===== src/rtl/chip8_kbd_pkg.sv =====
// Shared types for the Chip-8 PS/2 keypad: receiver states, scancode constants
// and the set-2 scancode to hex-key lookup.
package chip8_kbd_pkg;

   typedef enum logic [1:0] {
      IDLE,
      DATA,
      PARITY,
      STOP
   } rx_state_e;

   localparam logic [7:0] SC_BREAK = 8'hF0;
   localparam logic [7:0] SC_EXT   = 8'hE0;

   typedef struct packed {
      logic       valid;
      logic [3:0] key;
   } key_lookup_t;

   // Layout mirrors the COSMAC VIP pad on the left block of a QWERTY keyboard.
   function automatic key_lookup_t sc_to_key(input logic [7:0] sc);
      key_lookup_t r;
      r.valid = 1'b1;
      r.key   = '0;
      case (sc)
         8'h16:   r.key = 4'h1;
         8'h1E:   r.key = 4'h2;
         8'h26:   r.key = 4'h3;
         8'h25:   r.key = 4'hC;
         8'h15:   r.key = 4'h4;
         8'h1D:   r.key = 4'h5;
         8'h24:   r.key = 4'h6;
         8'h2D:   r.key = 4'hD;
         8'h1C:   r.key = 4'h7;
         8'h1B:   r.key = 4'h8;
         8'h23:   r.key = 4'h9;
         8'h2B:   r.key = 4'hE;
         8'h1A:   r.key = 4'hA;
         8'h22:   r.key = 4'h0;
         8'h21:   r.key = 4'hB;
         8'h2A:   r.key = 4'hF;
         default: r.valid = 1'b0;
      endcase
      return r;
   endfunction

endpackage


===== src/rtl/ps2_rx_frame.sv =====
// PS/2 frame receiver: synchroniser, falling-edge detect, 11-bit frame FSM and
// mid-frame watchdog. Odd parity is enforced only with KEYPAD_PARITY_CHECK_EN.
module ps2_rx_frame
   import chip8_kbd_pkg::*;
#(
   parameter int unsigned TIMEOUT_CYCLES = 50000,
   parameter int unsigned SYNC_STAGES    = 2
) (
   input  logic       clk_sys,
   input  logic       reset_n,
   input  logic       ps2_clk,
   input  logic       ps2_dat,
   output logic [7:0] rx_byte,
   output logic       byte_strobe,
   output logic       frame_err
);

   localparam int unsigned STAGES = (SYNC_STAGES < 2) ? 2 : SYNC_STAGES;
   localparam int unsigned WD_W   = $clog2(TIMEOUT_CYCLES + 1);
   localparam logic [WD_W-1:0] WD_LAST = WD_W'(TIMEOUT_CYCLES - 1);

   logic [STAGES-1:0] clk_sync_q;
   logic [STAGES-1:0] dat_sync_q;
   logic              clk_prev_q;
   logic              clk_s;
   logic              dat_s;
   logic              fall;

   rx_state_e         state_q;
   logic [2:0]        bitcnt_q;
   logic [7:0]        shift_q;
   logic [WD_W-1:0]   wdog_q;
   logic [7:0]        byte_q;
   logic              strobe_q;
   logic              err_q;
`ifdef KEYPAD_PARITY_CHECK_EN
   logic              parity_q;
`endif

   assign clk_s = clk_sync_q[STAGES-1];
   assign dat_s = dat_sync_q[STAGES-1];
   assign fall  = clk_prev_q & ~clk_s;

   // Lines idle high, so the synchroniser resets high to avoid a false edge.
   always_ff @(posedge clk_sys or negedge reset_n) begin
      if (!reset_n) begin
         clk_sync_q <= '1;
         dat_sync_q <= '1;
         clk_prev_q <= 1'b1;
      end else begin
         clk_sync_q <= {clk_sync_q[STAGES-2:0], ps2_clk};
         dat_sync_q <= {dat_sync_q[STAGES-2:0], ps2_dat};
         clk_prev_q <= clk_s;
      end
   end

   always_ff @(posedge clk_sys or negedge reset_n) begin
      if (!reset_n) begin
         state_q  <= IDLE;
         bitcnt_q <= '0;
         shift_q  <= '0;
         wdog_q   <= '0;
         byte_q   <= '0;
         strobe_q <= 1'b0;
         err_q    <= 1'b0;
`ifdef KEYPAD_PARITY_CHECK_EN
         parity_q <= 1'b0;
`endif
      end else begin
         strobe_q <= 1'b0;
         err_q    <= 1'b0;

         if (state_q == IDLE || fall) begin
            wdog_q <= '0;
         end else begin
            wdog_q <= wdog_q + 1'b1;
         end

         case (state_q)
            IDLE: begin
               if (fall && !dat_s) begin
                  state_q  <= DATA;
                  bitcnt_q <= '0;
               end
            end
            DATA: begin
               if (fall) begin
                  shift_q  <= {dat_s, shift_q[7:1]};
                  bitcnt_q <= bitcnt_q + 1'b1;
                  if (bitcnt_q == 3'd7) begin
                     state_q <= PARITY;
                  end
               end
            end
            PARITY: begin
               if (fall) begin
`ifdef KEYPAD_PARITY_CHECK_EN
                  parity_q <= dat_s;
`endif
                  state_q  <= STOP;
               end
            end
            STOP: begin
               if (fall) begin
                  state_q <= IDLE;
                  if (dat_s) begin
`ifdef KEYPAD_PARITY_CHECK_EN
                     if (^{shift_q, parity_q}) begin
                        strobe_q <= 1'b1;
                        byte_q   <= shift_q;
                     end else begin
                        err_q <= 1'b1;
                     end
`else
                     strobe_q <= 1'b1;
                     byte_q   <= shift_q;
`endif
                  end else begin
                     err_q <= 1'b1;
                  end
               end
            end
            default: state_q <= IDLE;
         endcase

         // Watchdog overrides whatever the FSM chose on the expiry cycle.
         if (state_q != IDLE && !fall && wdog_q == WD_LAST) begin
            state_q <= IDLE;
            err_q   <= 1'b1;
            wdog_q  <= '0;
         end
      end
   end

   assign rx_byte     = byte_q;
   assign byte_strobe = strobe_q;
   assign frame_err   = err_q;

endmodule


===== src/rtl/chip8_keypad.sv =====
// Chip-8 hex keypad from PS/2 set-2 scancodes: break/extended prefix decoding,
// held-key register and one-shot press event. Option: KEYPAD_PARITY_CHECK_EN.
module chip8_keypad
   import chip8_kbd_pkg::*;
#(
   parameter int unsigned TIMEOUT_CYCLES = 50000,
   parameter int unsigned SYNC_STAGES    = 2
) (
   input  logic        clk_sys,
   input  logic        reset_n,
   input  logic        ps2_clk,
   input  logic        ps2_dat,
   input  logic        clear,
   output logic [15:0] key_state,
   output logic        key_event,
   output logic [3:0]  key_code,
   output logic        frame_err
);

   logic [7:0]  rx_byte;
   logic        rx_strobe;
   logic        rx_err;

   logic [15:0] keys_q, keys_d;
   logic        event_q, event_d;
   logic [3:0]  code_q, code_d;
   logic        brk_q, brk_d;
   logic        ext_q, ext_d;
   key_lookup_t lk;

   ps2_rx_frame #(
      .TIMEOUT_CYCLES (TIMEOUT_CYCLES),
      .SYNC_STAGES    (SYNC_STAGES)
   ) u_rx (
      .clk_sys     (clk_sys),
      .reset_n     (reset_n),
      .ps2_clk     (ps2_clk),
      .ps2_dat     (ps2_dat),
      .rx_byte     (rx_byte),
      .byte_strobe (rx_strobe),
      .frame_err   (rx_err)
   );

   always_comb begin
      keys_d  = keys_q;
      event_d = 1'b0;
      code_d  = code_q;
      brk_d   = brk_q;
      ext_d   = ext_q;
      lk      = sc_to_key(rx_byte);

      if (clear) begin
         keys_d = '0;
         brk_d  = 1'b0;
         ext_d  = 1'b0;
      end else if (rx_strobe) begin
         if (rx_byte == SC_BREAK) begin
            brk_d = 1'b1;
         end else if (rx_byte == SC_EXT) begin
            ext_d = 1'b1;
         end else begin
            brk_d = 1'b0;
            ext_d = 1'b0;
            // Extended keys share base codes with pad keys, so they are dropped.
            if (!ext_q && lk.valid) begin
               if (brk_q) begin
                  keys_d[lk.key] = 1'b0;
               end else if (!keys_q[lk.key]) begin
                  keys_d[lk.key] = 1'b1;
                  event_d        = 1'b1;
                  code_d         = lk.key;
               end
            end
         end
      end
   end

   always_ff @(posedge clk_sys or negedge reset_n) begin
      if (!reset_n) begin
         keys_q  <= '0;
         event_q <= 1'b0;
         code_q  <= '0;
         brk_q   <= 1'b0;
         ext_q   <= 1'b0;
      end else begin
         keys_q  <= keys_d;
         event_q <= event_d;
         code_q  <= code_d;
         brk_q   <= brk_d;
         ext_q   <= ext_d;
      end
   end

   assign key_state = keys_q;
   assign key_event = event_q;
   assign key_code  = code_q;
   assign frame_err = rx_err;

endmodule


===== config.mk =====
export PLATFORM = sky130hd
export DESIGN_NAME = chip8_keypad
export DESIGN_NICKNAME = d
export VERILOG_FILES = /design/src/rtl/chip8_kbd_pkg.sv /design/src/rtl/ps2_rx_frame.sv /design/src/rtl/chip8_keypad.sv
export SDC_FILE = /design/constraint.sdc
export NUM_CORES = 1
export LEC_CHECK = 0
export ABC_AREA = 1
export BUFFER_PORTS_ARGS = -buffer_cell sky130_fd_sc_hd__buf_2
export CORE_MARGIN = 4
export CORE_UTILIZATION = 50
export DETAILED_ROUTE_END_ITERATION = 10
export PLACE_DENSITY = 0.71
export SYNTH_ARGS = -nofsm -noshare
export SYNTH_HDL_FRONTEND = slang
export SYNTH_HIERARCHICAL = 1
export SYNTH_SLANG_ARGS = --single-unit
export TNS_END_PERCENT = 20

===== constraint.sdc =====
create_clock -name clk_sys -period 2.2 [get_ports clk_sys]
set_input_delay 0 -clock clk_sys [delete_from_list [all_inputs] [get_ports clk_sys]]
set_output_delay 0 -clock clk_sys [all_outputs]
set_load 0.1 [all_outputs]

[Word-level counts from Yosys, hierarchy flattened]
Index checks and enable logic that the tools add are counted.
Operators by class
  add/sub/neg operators: 2
  $lt $le $gt $ge: 2
  equal/unequal tests: 34
  muxes and demuxes: 47
  bitwise operators: 10
  reduce and logical (&&, ||, !) cells: 23
Operators with widths (number)
  two-way mux 16 bit: 9
  equality test 8 x 6 -> 1 bit (second input constant): 9
  case mux 4 bit (15 select lines): 1
  equality test 8 x 5 -> 1 bit (second input constant): 7
  two-way mux 1 bit: 25
  adder 16 x 1 -> 16 bit (second input constant): 1
  AND 16 bit: 1
  equality test 16 bit (second input constant): 1
  equality test 8 bit (second input constant): 2
  NOT 16 bit: 1
  bitwise OR 16 bit: 1
  OR reduction 16 bit: 1
  two-way mux 2 bit: 6
  inequality test 3 x 1 -> 1 bit (second input constant): 4
  AND reduction 5 bit: 2
  inequality test 3 bit (second input constant): 3
  case mux 2 bit (4 select lines): 1
  nonzero test 2 bit: 4
  AND reduction 7 bit: 1
  two-way mux 3 bit: 2
  inequality test 2 bit (second input constant): 3
  NOT 1 bit: 6
  case mux 3 bit (2 select lines): 1
  AND reduction 2 bit: 3
  other kinds (15): 23
Storage, ports and cells
  register bits: 67
  bits of input ports: 5
  output and inout bits: 22
  word-level logic and storage cells: 133

[Depth between registers and ports, before layout]
Gate-level depths: netlist (run 1).
  depth in word-level cells: 14
  mapped depth: 19
  mapped depth without buffers: 19

[Hierarchy]
Netlist (run 1), hierarchy kept.
Modules (own cells, without submodules)
  ps2_rx_frame: instances 1, cells an instance 237, area each 2119.5 um2, seq. area each 1107.3 um2
  chip8_keypad: instances 1, cells an instance 285, area each 1801.7 um2, seq. area each 575.6 um2

[Least setup slack after synthesis (run 1)]
OpenSTA, ideal clock, no wires.
  path kind: reg2reg
  from: reg u_rx.byte_q[6], in the netlist u_rx/rx_byte[6]
  to: reg keys_q[0], in the netlist key_state[0]
  setup time: 0.122 ns
  arrival time: 2.048 ns
  required time: 2.078 ns
  setup slack: 0.030 ns
  cell stages (with the launch flop): 20
  buffers on the path: 2
  period minus slack after synthesis: 2.170 ns
  path through: dfrtp_1 -> inv_1 -> nand2_2 -> nor2_1 -> buf_2 -> nand3_1 -> nand2_2 -> nor2_8 -> nand2_4 -> nand2_1 -> nand2_1 -> nand2_1 -> nand2_1 -> nand2_1 -> nand2_2 -> o21ai_4 -> nand2_4 -> buf_6 -> nand2_1 -> nand2_1
Between the ends
  word-level cells in the longest chain between the ends: 14
  elaborated cells on any way between the ends: 44
  classes of those cells: order compare (2); eq/ne (21); mux (13); bitwise (3); reduce/logical (5)
RTL lines
  start, declared: line ps2_rx_frame.sv:33  | logic [7:0] byte_q;
  start signal, assigned: line ps2_rx_frame.sv:116  | byte_q <= shift_q;
  equality test 8 x 6 -> 1 bit or equality test 8 x 5 -> 1 bit (tied branches): line chip8_kbd_pkg.sv:25  | case (sc)
  case mux 4 bit (15 select lines): line chip8_kbd_pkg.sv:25
  less-than comparator 4 x 5 -> 1 bit (implied by the code) or >= comparator 4 x 1 -> 1 bit (tied branches): line chip8_keypad.sv:67, chip8_keypad.sv:69
  logical AND 1 bit (implied by the code): line chip8_keypad.sv:67, chip8_keypad.sv:69
  two-way mux 1 bit (implied by the code): line chip8_keypad.sv:67, chip8_keypad.sv:69
  demux 1 bit (select 4 bit): line chip8_keypad.sv:67, chip8_keypad.sv:69
  bitwise OR 16 bit (no line) or NOT 16 bit (tied branches)
  two-way mux 16 bit or AND 16 bit (tied branches)
  two-way mux 16 bit: line chip8_keypad.sv:66  | if (brk_q) begin
  two-way mux 16 bit: line chip8_keypad.sv:65  | if (!ext_q && lk.valid) begin
  two-way mux 16 bit: line chip8_keypad.sv:59  | end else if (rx_byte == SC_EXT) begin
  two-way mux 16 bit: line chip8_keypad.sv:57  | if (rx_byte == SC_BREAK) begin
  two-way mux 16 bit: line chip8_keypad.sv:56  | end else if (rx_strobe) begin
  two-way mux 16 bit: line chip8_keypad.sv:52  | if (clear) begin
  end signal, assigned: line chip8_keypad.sv:86  | keys_q <= keys_d;
  end, declared: line chip8_keypad.sv:24  | logic [15:0] keys_q, keys_d;
Parallel ways exist; a longest one is shown, timed or not. The select of a mux whose other input is x is not followed.
A chain may end at the register's enable or synchronous reset.

[Final worst setup path (run 1)]
  from: reg u_rx.byte_q[4], in the netlist u_rx/rx_byte[4]
  to: reg code_q[1], in the netlist key_code[1]
Between the ends
  word-level cells in the longest chain between the ends: 6
  elaborated cells on any way between the ends: 28
  classes of those cells: eq/ne (18); mux (4); bitwise (3); reduce/logical (3)
RTL lines
  equality test 8 x 6 -> 1 bit or equality test 8 x 5 -> 1 bit (tied branches): line chip8_kbd_pkg.sv:25
  case mux 4 bit (15 select lines): line chip8_kbd_pkg.sv:25
  binary-select mux 1 bit (select 4 bit): line chip8_keypad.sv:68  | end else if (!keys_q[lk.key]) begin
  two-way mux 1 bit (implied by the code): line chip8_keypad.sv:68
  NOT 1 bit (no line)
  AND reduction 7 bit (no line)
  end signal, assigned: line chip8_keypad.sv:88  | code_q <= code_d;
  end, declared: line chip8_keypad.sv:26  | logic [3:0] code_q, code_d;
Parallel ways exist; a longest one is shown, timed or not. The select of a mux whose other input is x is not followed.

==> metrics.txt, run 1 <==
status finished with violations; failing checks negative setup slack; core area 0.007687 sq mm; Critical Path Fanout Max 5; Worst Hold Depth 4; Synth Area in Simple Gates 37.91%; largest net degree at the start of global routing 39; average size of a mapped cell 7.512 sq um; DPL Wire Length 6698 um; Die Y 96.56 um; Post-Synth Adder-Cell Area 2.234%; CTS tree yes; crit-path max cell delay 0.42 ns; Slew Viols, Final 0; RSZ-0062 raised after global routing true; CP max-delay cell dfrtp_1; Hold Fails Final Rpt 0; Final Instance Count excl. Fillers 745; gpl congestion 0.9020; Detailed Route WL 10970 um; pwr dens 792.1 mW/mm^2; Arr. time, crit path 2.67 ns; Internal Pwr Total 0.002663 W; Worst-Skew Late Latency 0.35 ns; crit end category flip-flop; Cell Rows 32; critical path class reg2reg; worst slew pin tran 0.7017 ns; register share of total power 36.9%; cell mode on critical path buf_4; first-pass GRT wire length 16960 um; FF+latch count, synth 67; largest family of logic cells by synthesized area simple AND/OR/NAND/NOR gates; I/O pins 27; Root Driver clkbuf_8; Startpoint Class flip-flop; Logic pwr share 33.4%; net count after synthesis 534; Synth area leaders dfrtp_1 40%, nand2_1 14%, nor2_1 5.2%; CTS buffer count 9; Routed wire per std cell 14.73 um; Detailed Routing Iterations Pass 1 7; top cell type's share of synthesized area 39.57%; final worst slack -0.2465 ns; Filler cells 604; NetSw 0.001609 W; initial antenna violation count 0; Synth area leader dfrtp_1; gr usage total 23.59%; antenna cells 0; min-delay worst type in2reg; # setup viols final 21; port buffer count 26; layout cell share with drive strength beyond 1 39.19%; Max-Cap Viols 0; EDFF count, synth 0; Critical Path RT 2.43 ns; Pwr Total 0.004272 W; Reg area 0.001688 sq mm; GRT overflow 0; Initial Util 51.01%; hold_ws 0.1852 ns; fin crit share 111.2%; post-route setup TNS -4.316 ns; Die ar. 0.009324 sq mm; antenna-violating nets left 0; cells along the critical path inv_2 > nand2_4 > nor2_4 > nand3_2 > buf_4 > buf_4 > nand4_2 > buf_4 > nor2_1 > nand2_1 > nand2_2 > nor2_1 > nand2_2 > buf_4 > nand2_1 > o21ai_0; vias per inst 5.318; DIE WIDTH 96.56 um; multiplexer area fraction after synthesis 0%; worst r2r path cells 16; Netlist cell types 43; fmax 0.4087 GHz; maximum VDD drop 0.5547 mV; placed cells 684; Slew headroom 53.22%; Synth Flop Type dfrtp_1; Syn Std Cell Area 0.003921 sq mm; Mapped Cells 522; DRC viols 0; asr flop ratio synth 100.0%; Clk network pwr share 29.7%; vias 3962; minimum clock period 2.447 ns; final core occ 70.15%; synth warn 6; xor/xnor share of the synthesized area 1.563%; Worst-path clk slew 0.08 ns; compound-cell area share of the yosys netlist 7.690%; clock skew 0.01417 ns; Clock Tree Buf Depth 2; vias in the first global route 3673; nets 650; Iter 0 DRT Violations 231; CTS Sinks 67; switching share of power 37.66%; Layout area overhead 37.52%; H-Tree Level Count 3; LEAKAGE 2.696 nW; sequential area share after synthesis 42.92%; area of the multi-input gates 0.002226 sq mm
power by group through the flow:
| stage | logic (W) | registers [W] | clock network [W] |
|---|---|---|---|
| 6_report | 0.00143 | 0.00158 | 0.00127 |
| 5_1_grt | 0.00157 | 0.00160 | 0.00135 |
| 2_1_floorplan | 0.000636 | 0.00182 | 0 |
| 3_3_place_gp | 0.00119 | 0.00157 | 0 |
| 4_1_cts | 0.00137 | 0.00156 | 0.00129 |
| 3_5_place_dp | 0.00121 | 0.00157 | 0 |
worst max-delay path: cells and delay by family, from the launching register on:
family / cells / cell delay (ns)
compound gates: 1 / 0.08
flops: 1 / 0.42
simple gates: 10 / 1.13
buf+inv: 5 / 0.70
registers in the layout, summed over array words and instances (netlist names):
| signal | count |
|---|---|
| key_state | 16 |
| u_rx/wdog_q | 16 |
| u_rx/rx_byte | 8 |
| u_rx/shift_q | 8 |
| key_code | 4 |
| u_rx/bitcnt_q | 3 |
| u_rx/clk_sync_q | 2 |
| u_rx/dat_sync_q | 2 |
| u_rx/state_q | 2 |
| brk_q | 1 |
| ext_q | 1 |
| key_event | 1 |
| u_rx/byte_strobe | 1 |
| u_rx/clk_prev_q | 1 |
| u_rx/frame_err | 1 |
through the flow:
| stage | area, sq um | setup slack [ns] |
|---|---|---|
| floorplan | 3921 | 0.03000 |
| global placement | 4486 | -0.09550 |
| detailed placement | 4486 | -0.1379 |
| CTS | 5150 | -0.07993 |
| global route | 5393 | -0.3761 |
| finish | 5393 | -0.2465 |
layer usage:
layer	vias to the layer above	GRT usage [%]	routed length, um
met1	1866	29.18	4447
met5	-	0	0
met4	0	12.50	352
li1	1900	-	-
met3	35	3.950	596
met2	161	39.37	5576
cells in the mapped netlist (2+ instances only):
library cell	number
a21oi_1	12
a31oi_1	4
buf_2	4
buf_6	2
clkbuf_1	3
clkinv_1	2
dfrtp_1	62
dfstp_2	5
ha_1	7
inv_1	45
inv_2	17
nand2_1	151
nand2_2	17
nand2_4	4
nand3_1	40
nand3_2	2
nand4_1	7
nor2_1	54
nor2_2	8
nor2_4	3
nor3_1	20
nor3_2	2
o21ai_0	16
o21ai_1	9
o31ai_1	2
or2_2	2
xnor2_1	2
xor2_1	5
layout by cell type (no fill, tap or decap), types with 12 or more instances in the layout:
cell type,count
inv_1,42
nor2_1,46
nand2_1,120
buf_4,69
inv_2,18
a21oi_1,12
nand2_4,13
buf_2,26
nand2_2,39
nor3_1,19
dfrtp_1,58
nand3_2,13
o21ai_0,15
nand3_1,29
cell type report:
class,instances,area share [%]
multi-input cells,384,41.28
flip-flops and latches,67,31.30
repair buffers,112,15.99
inverters,64,4.548
clock buffers,12,2.691
well taps,102,2.367
clock inverters,4,1.833
worst paths after layout:
check	startpoint	endpoint	slack (ns)
worst max-delay path	u_rx/rx_byte[4]	key_code[1]	-0.25
worst min-delay path	clear	key_state[10]	0.19
worst max register to register	u_rx/rx_byte[4]	key_code[1]	-0.25
worst min register to register	u_rx/clk_sync_q[0]	u_rx/clk_sync_q[1]	0.36
max in group asynchronous	reset_n	u_rx/rx_byte[6]	1.32
min in group asynchronous	reset_n	key_state[9]	0.23
kinds of logic after synthesis:
kind of cell / after synthesis
DFF: 67
AOI/OAI and AO/OA: 50
and+or+nand+nor: 317
xor gates and xnor gates: 7
buffers and inverters: 74
adders and majority gates: 7
timing repair:
action,in CTS,in global routing
resized for setup,54,42
cloned,4,0
hold endpoints to repair,26,0
endpoints found under the setup margin,20,21
hold buffers,3,0
setup buffers,22,19
pin swaps,23,34
Power figures use the tool's default switching activity.
==> inputs of run 2 (changes only) <==
Clock period 2.2 ns to 2.18 ns, I/O delays scaled along.
==> run 2 against run 1 <==
  * The flow still finishes with violations (negative setup slack)
  * Total power rose by 1.3%
  * Wire length rose by 9.0%
  * Sequential power barely moved
  * Non-clock buffer count rose by 3
  * Utilization rose by 2.4 points
  * Critical path depth rose by 1
  * Sequential share of layout area fell by 1.0 points
  * Combinational power rose by 6%
  * Maximum frequency fell by 1.1%
  * Sequential cell count did not move
  * Largest cell class unchanged
  * Highest routed layer unchanged
==> metrics.txt, run 2 (synthesis gave the netlist of run 1 again) <==
hold endpoint key_state[11]; antenna cells 0; minimum clock period 2.475 ns; nets 653; top sig layer met4; Die Y 96.56 um; Cell Area, Placed 0.004493 sq mm; DPL Wire Length 6816 um; reg2reg setup slack -0.29 ns; critical path class reg2reg; cell class contributing the biggest share of worst-path delay simple AND/OR/NAND/NOR gates; LEAKAGE 2.762 nW; fin area 0.005578 sq mm; vias in the first global route 3794; Iter 0 DRT Violations 312; DIE WIDTH 96.56 um; met2 WL 5845 um; Slew Viols, Final 0; Startpoint Class flip-flop; reg2reg end key_state[1]; CTS tree yes; CTS buffer count 9; gpl congestion 0.9205; cells along the critical path buf_4 > nor2_4 > nand3_2 > buf_4 > nand3_2 > nor2_4 > nand2_4 > buf_4 > nand2_1 > nand2_1 > nand2_1 > nand2_2 > o21ai_4 > buf_6 > nand2_8 > nand2_1 > nand2_1; largest net degree at the start of global routing 39; Critical Path Fanout Max 8; fmax 0.4041 GHz; initial antenna violation count 0; Layout area overhead 42.25%; Routed wire per std cell 15.98 um; final worst slack -0.2946 ns; core area 0.007687 sq mm; fin crit share 113.5%; vias 4139; Initial Util 51.01%; Worst-path clk slew 0.09 ns; antenna-violating nets left 0; crit-path max cell delay 0.49 ns; I/O pins 27; clock skew 0.01698 ns; Clock Tree Buf Depth 2; status finished with violations; metal1 wirelength 4528 um; failing checks negative setup slack; Worst-Skew Late Latency 0.35 ns; Slew headroom 53.13%; Max-Cap Viols 0; worst r2r path cells 17; cell mode on critical path nand2_1; commonest non-fill, non-tap cell in the layout nand2_1; maximum VDD drop 0.5748 mV; layout cell share with drive strength beyond 1 42.26%; hold path start clear; DRC viols 0; WP depth 17; Critical Path RT 2.42 ns; CP max-delay cell dfrtp_2; first-pass GRT wire length 17660 um; Cell Rows 32; crit end category flip-flop; Detailed Route WL 11960 um; CTS Sinks 67; Hold Fails Final Rpt 0; most frequent cells in the layout 114 x nand2_1, 66 x buf_4, 58 x dfrtp_1; Arr. time, crit path 2.71 ns; gr usage total 24.63%; Worst Hold Depth 4; RSZ-0062 raised after global routing true; vias per inst 5.533; worst slew pin tran 0.7030 ns; min-delay worst type in2reg; Die ar. 0.009324 sq mm; Detailed Routing Iterations Pass 1 5; WL met3 903 um; RR Startpoint u_rx/rx_byte[0]; GRT overflow 0; pwr dens 776.1 mW/mm^2; Setup Slack @ Placement -0.1671 ns; port buffer count 26; Root Driver clkbuf_8; Worst Path Buf+Inv 4; H-Tree Level Count 3; # setup viols final 21
run 2: repair_timing:
action | in CTS | in global routing
buffers inserted | 27 | 14
endpoints found under the hold margin | 26 | 0
pin swaps | 23 | 40
hold buffers | 3 | 0
gates cloned | 4 | 1
endpoints found under the setup margin | 21 | 21
resized for setup | 69 | 54
run 2: routing by layer:
layer | up-vias | global-route usage [%]
li1 | 1908 | -
met1 | 1921 | 30.09
met2 | 234 | 41.32
met3 | 76 | 3.641
met4 | 0 | 14.25
met5 | - | 0
run 2: metrics by stage:
stage               utilization, %  std cells  total power [W]  TNS, ns  hold slack, ns
floorplan                        -        522         0.002481        0         -0.2956
global placement             58.45        685         0.002778   -2.174         0.07097
detailed placement           58.45        685         0.002819   -2.942         0.08398
CTS                          68.42        735         0.004220   -1.136          0.1499
global route                 72.56        748         0.004553   -7.159          0.1955
finish                       72.56        748         0.004329   -4.838          0.1832
run 2: how the worst max path moves through the flow:
stage	startpoint	endpoint	slack [ns]
4_1_cts	u_rx/rx_byte[3]	key_state[9]	-0.08
5_1_grt	u_rx/rx_byte[0]	key_state[1]	-0.40
6_report	u_rx/rx_byte[0]	key_state[1]	-0.29
3_3_place_gp	u_rx/rx_byte[0]	key_state[4]	-0.12
2_1_floorplan	u_rx/rx_byte[6]	key_state[0]	0.01
3_5_place_dp	u_rx/rx_byte[0]	key_state[8]	-0.17
run 2: power breakdown:
part / total [W] / internal, W / switching, W / leakage, nW
Clock: 0.00123 / 0.000711 / 0.000518 / 0.112
Sequential: 0.00159 / 0.00143 / 0.000168 / 0.890
Combinational: 0.00151 / 0.000495 / 0.00101 / 1.76
Total: 0.00433 / 0.00263 / 0.00170 / 2.76
run 2: area by class of cell:
cell class / count / area (sq um)
sequential: 67 / 1688
multi-input combinational: 384 / 2331
clock inverter: 5 / 83.83
fill: 533 / 2110
clock buffer: 11 / 151.4
timing repair buffer: 115 / 950.9
tap: 102 / 127.6
inverter: 64 / 245.2
run 2: tightest hold or removal path: cells and delay by family:
family | cells | cell delay (ns)
AO/OA/AOI/OAI | 1 | 0.11
buffers and inverters | 1 | 0.27
AND/OR/NAND/NOR | 2 | 0.13
==> inputs of run 3 (changes only) <==
Settings changed: BUFFER_PORTS_ARGS -buffer_cell sky130_fd_sc_hd__buf_2 to unset, DONT_BUFFER_PORTS set to 1, PLACE_DENSITY 0.71 to 0.68.
==> run 3 against run 2 <==
  * The flow still finishes with violations (negative setup slack)
  * Via count is 1.6% lower
  * Utilization is 1.9 points lower
  * Total power is 4.2% lower
  * Global-route usage is 0.57 points higher
  * Wire length is 3.2% lower
  * Critical path type unchanged
  * Highest routed layer unchanged
==> metrics.txt, run 3 (synthesis gave the netlist of run 1 again) <==
status finished with violations; failing checks negative setup slack; gpl congestion 0.9103; antenna cells 0; commonest non-fill, non-tap cell in the layout nand2_1; reg2reg setup slack -0.41 ns; vias per inst 5.422; metal1 wirelength 4445 um; critical path class reg2reg; GRT overflow 0; Die Y 96.56 um; crit end category flip-flop; reg2reg end key_state[2]; Routed wire per std cell 15.41 um; DRC viols 0; WL met3 906 um; Max-Cap Viols 0; Clock Tree Buf Depth 2; clock skew 0.009330 ns; Detailed Route WL 11580 um; LEAKAGE 2.682 nW; Slew Viols, Final 0; CTS tree yes; DPL Wire Length 6951 um; CTS Sinks 67; first-pass GRT wire length 18100 um; Critical Path RT 2.46 ns; vias in the first global route 3849; maximum VDD drop 0.5018 mV; CTS buffer count 9; hold path start clear; Worst-Skew Late Latency 0.35 ns; I/O pins 27; final worst slack -0.4068 ns; Root Driver clkbuf_8; Filler cells 559; RR Startpoint u_rx/rx_byte[4]; vias 4072; RSZ-0062 raised after global routing true; Critical Path Fanout Max 6; DIE WIDTH 96.56 um; hold endpoint key_event; antenna-violating nets left 0; Slew headroom 42.14%; # setup viols final 21; Iter 0 DRT Violations 298; fmax 0.3866 GHz; Initial Util 51.01%; Layout area overhead 38.54%; Hold Fails Final Rpt 0; fin area 0.005433 sq mm; worst slew pin tran 0.8686 ns; Die ar. 0.009324 sq mm; gr usage total 25.20%; min-delay worst type in2reg; Pwr Total 0.004149 W; Worst-path clk slew 0.08 ns; layout cell share with drive strength beyond 1 34.36%; nets 656; core area 0.007687 sq mm; initial antenna violation count 0; met2 WL 5579 um; fin crit share 118.7%; port buffer count 0; H-Tree Level Count 3; most frequent cells in the layout 136 x nand2_1, 86 x buf_4, 60 x dfrtp_1; Arr. time, crit path 2.87 ns; pwr dens 763.6 mW/mm^2; Cell Area, Placed 0.004556 sq mm; Cell Rows 32; worst r2r path cells 18; Worst Hold Depth 6; Startpoint Class flip-flop; largest net degree at the start of global routing 68; minimum clock period 2.587 ns; Detailed Routing Iterations Pass 1 5; top sig layer met4
[run 3: changes by cell type in the layout (fill, tap and decap cells not counted), moves of 11 or more]
cell,delta
nand3_1,+11
dlygate4sd3_1,+11
buf_4,+20
nand3_2,-12
buf_2,-25
nand2_1,+22
nand2_2,-13
[run 3: cell type report]
| cell class | instances | area [sq um] | area share [%] |
|---|---|---|---|
| Timing Repair Buffer | 116 | 1015 | 18.68 |
| Clock buffer | 10 | 127.6 | 2.349 |
| Sequential cell | 67 | 1685 | 31.02 |
| Inverter | 64 | 240.2 | 4.422 |
| Multi-Input combinational cell | 386 | 2172 | 39.98 |
| Tap cell | 102 | 127.6 | 2.349 |
| Clock inverter | 6 | 65.06 | 1.198 |
[run 3: layer usage]
| layer | track usage, % | vias to the layer above |
|---|---|---|
| met5 | 0 | - |
| met4 | 16.00 | 0 |
| met3 | 5.112 | 65 |
| met2 | 40.75 | 226 |
| met1 | 30.63 | 1866 |
| li1 | - | 1915 |
[run 3: worst max-delay path by stage]
| stage | from | to | slack [ns] |
|---|---|---|---|
| 5_1_grt | u_rx/rx_byte[4] | key_state[2] | -0.49 |
| 3_3_place_gp | u_rx/rx_byte[4] | key_code[1] | -0.15 |
| 6_report | u_rx/rx_byte[4] | key_state[2] | -0.41 |
| 3_5_place_dp | u_rx/rx_byte[4] | key_code[1] | -0.22 |
| 4_1_cts | u_rx/rx_byte[6] | key_state[7] | -0.11 |
| 2_1_floorplan | u_rx/rx_byte[6] | key_state[0] | 0.01 |
[run 3: what timing repair did]
item                                    4_1_cts  5_1_grt
gates cloned                                  6        0
endpoints found under the setup margin       21       21
hold buffers                                 15        0
setup buffers                                21        7
endpoints found under the hold margin        84        0
resized for setup                            42       22
pin swaps                                    19       20
[run 3: power by group]
part           internal, W  switching (W)  leakage [nW]  total [W]
clock             0.000530       0.000502        0.0966    0.00103
combinational     0.000537        0.00101          1.69    0.00155
sequential         0.00143       0.000141         0.893    0.00157
total              0.00249        0.00166          2.68    0.00415
[run 3: worst max-delay path, cell delays in order, from the launching register on]
cell and delay [ns]:
dfrtp_1 0.41, buf_6 0.12, nand2_2 0.06, nor2_4 0.22, inv_2 0.08, buf_4 0.15, nor2_4 0.08, inv_1 0.04
nand4_1 0.22, inv_2 0.10, nand2_1 0.09, inv_1 0.06, nand2_1 0.10, nand2_2 0.10, o21ai_4 0.23, buf_12 0.17
buf_8 0.12, nand3_1 0.08, nand2_1 0.09
[run 3: metrics by stage]
stage / setup WS (ns) / setup TNS [ns] / cells / util [%] / hold slack, ns
floorplan: 0.009999 / 0 / 522 / - / -0.2956
global placement: -0.1525 / -2.408 / 688 / 59.26 / -0.2934
detailed placement: -0.2229 / -3.906 / 688 / 59.26 / -0.2931
CTS: -0.1124 / -1.784 / 744 / 68.64 / 0.1004
global route: -0.4890 / -8.708 / 751 / 70.67 / 0.1805
finish: -0.4068 / -6.790 / 751 / 70.67 / 0.1768
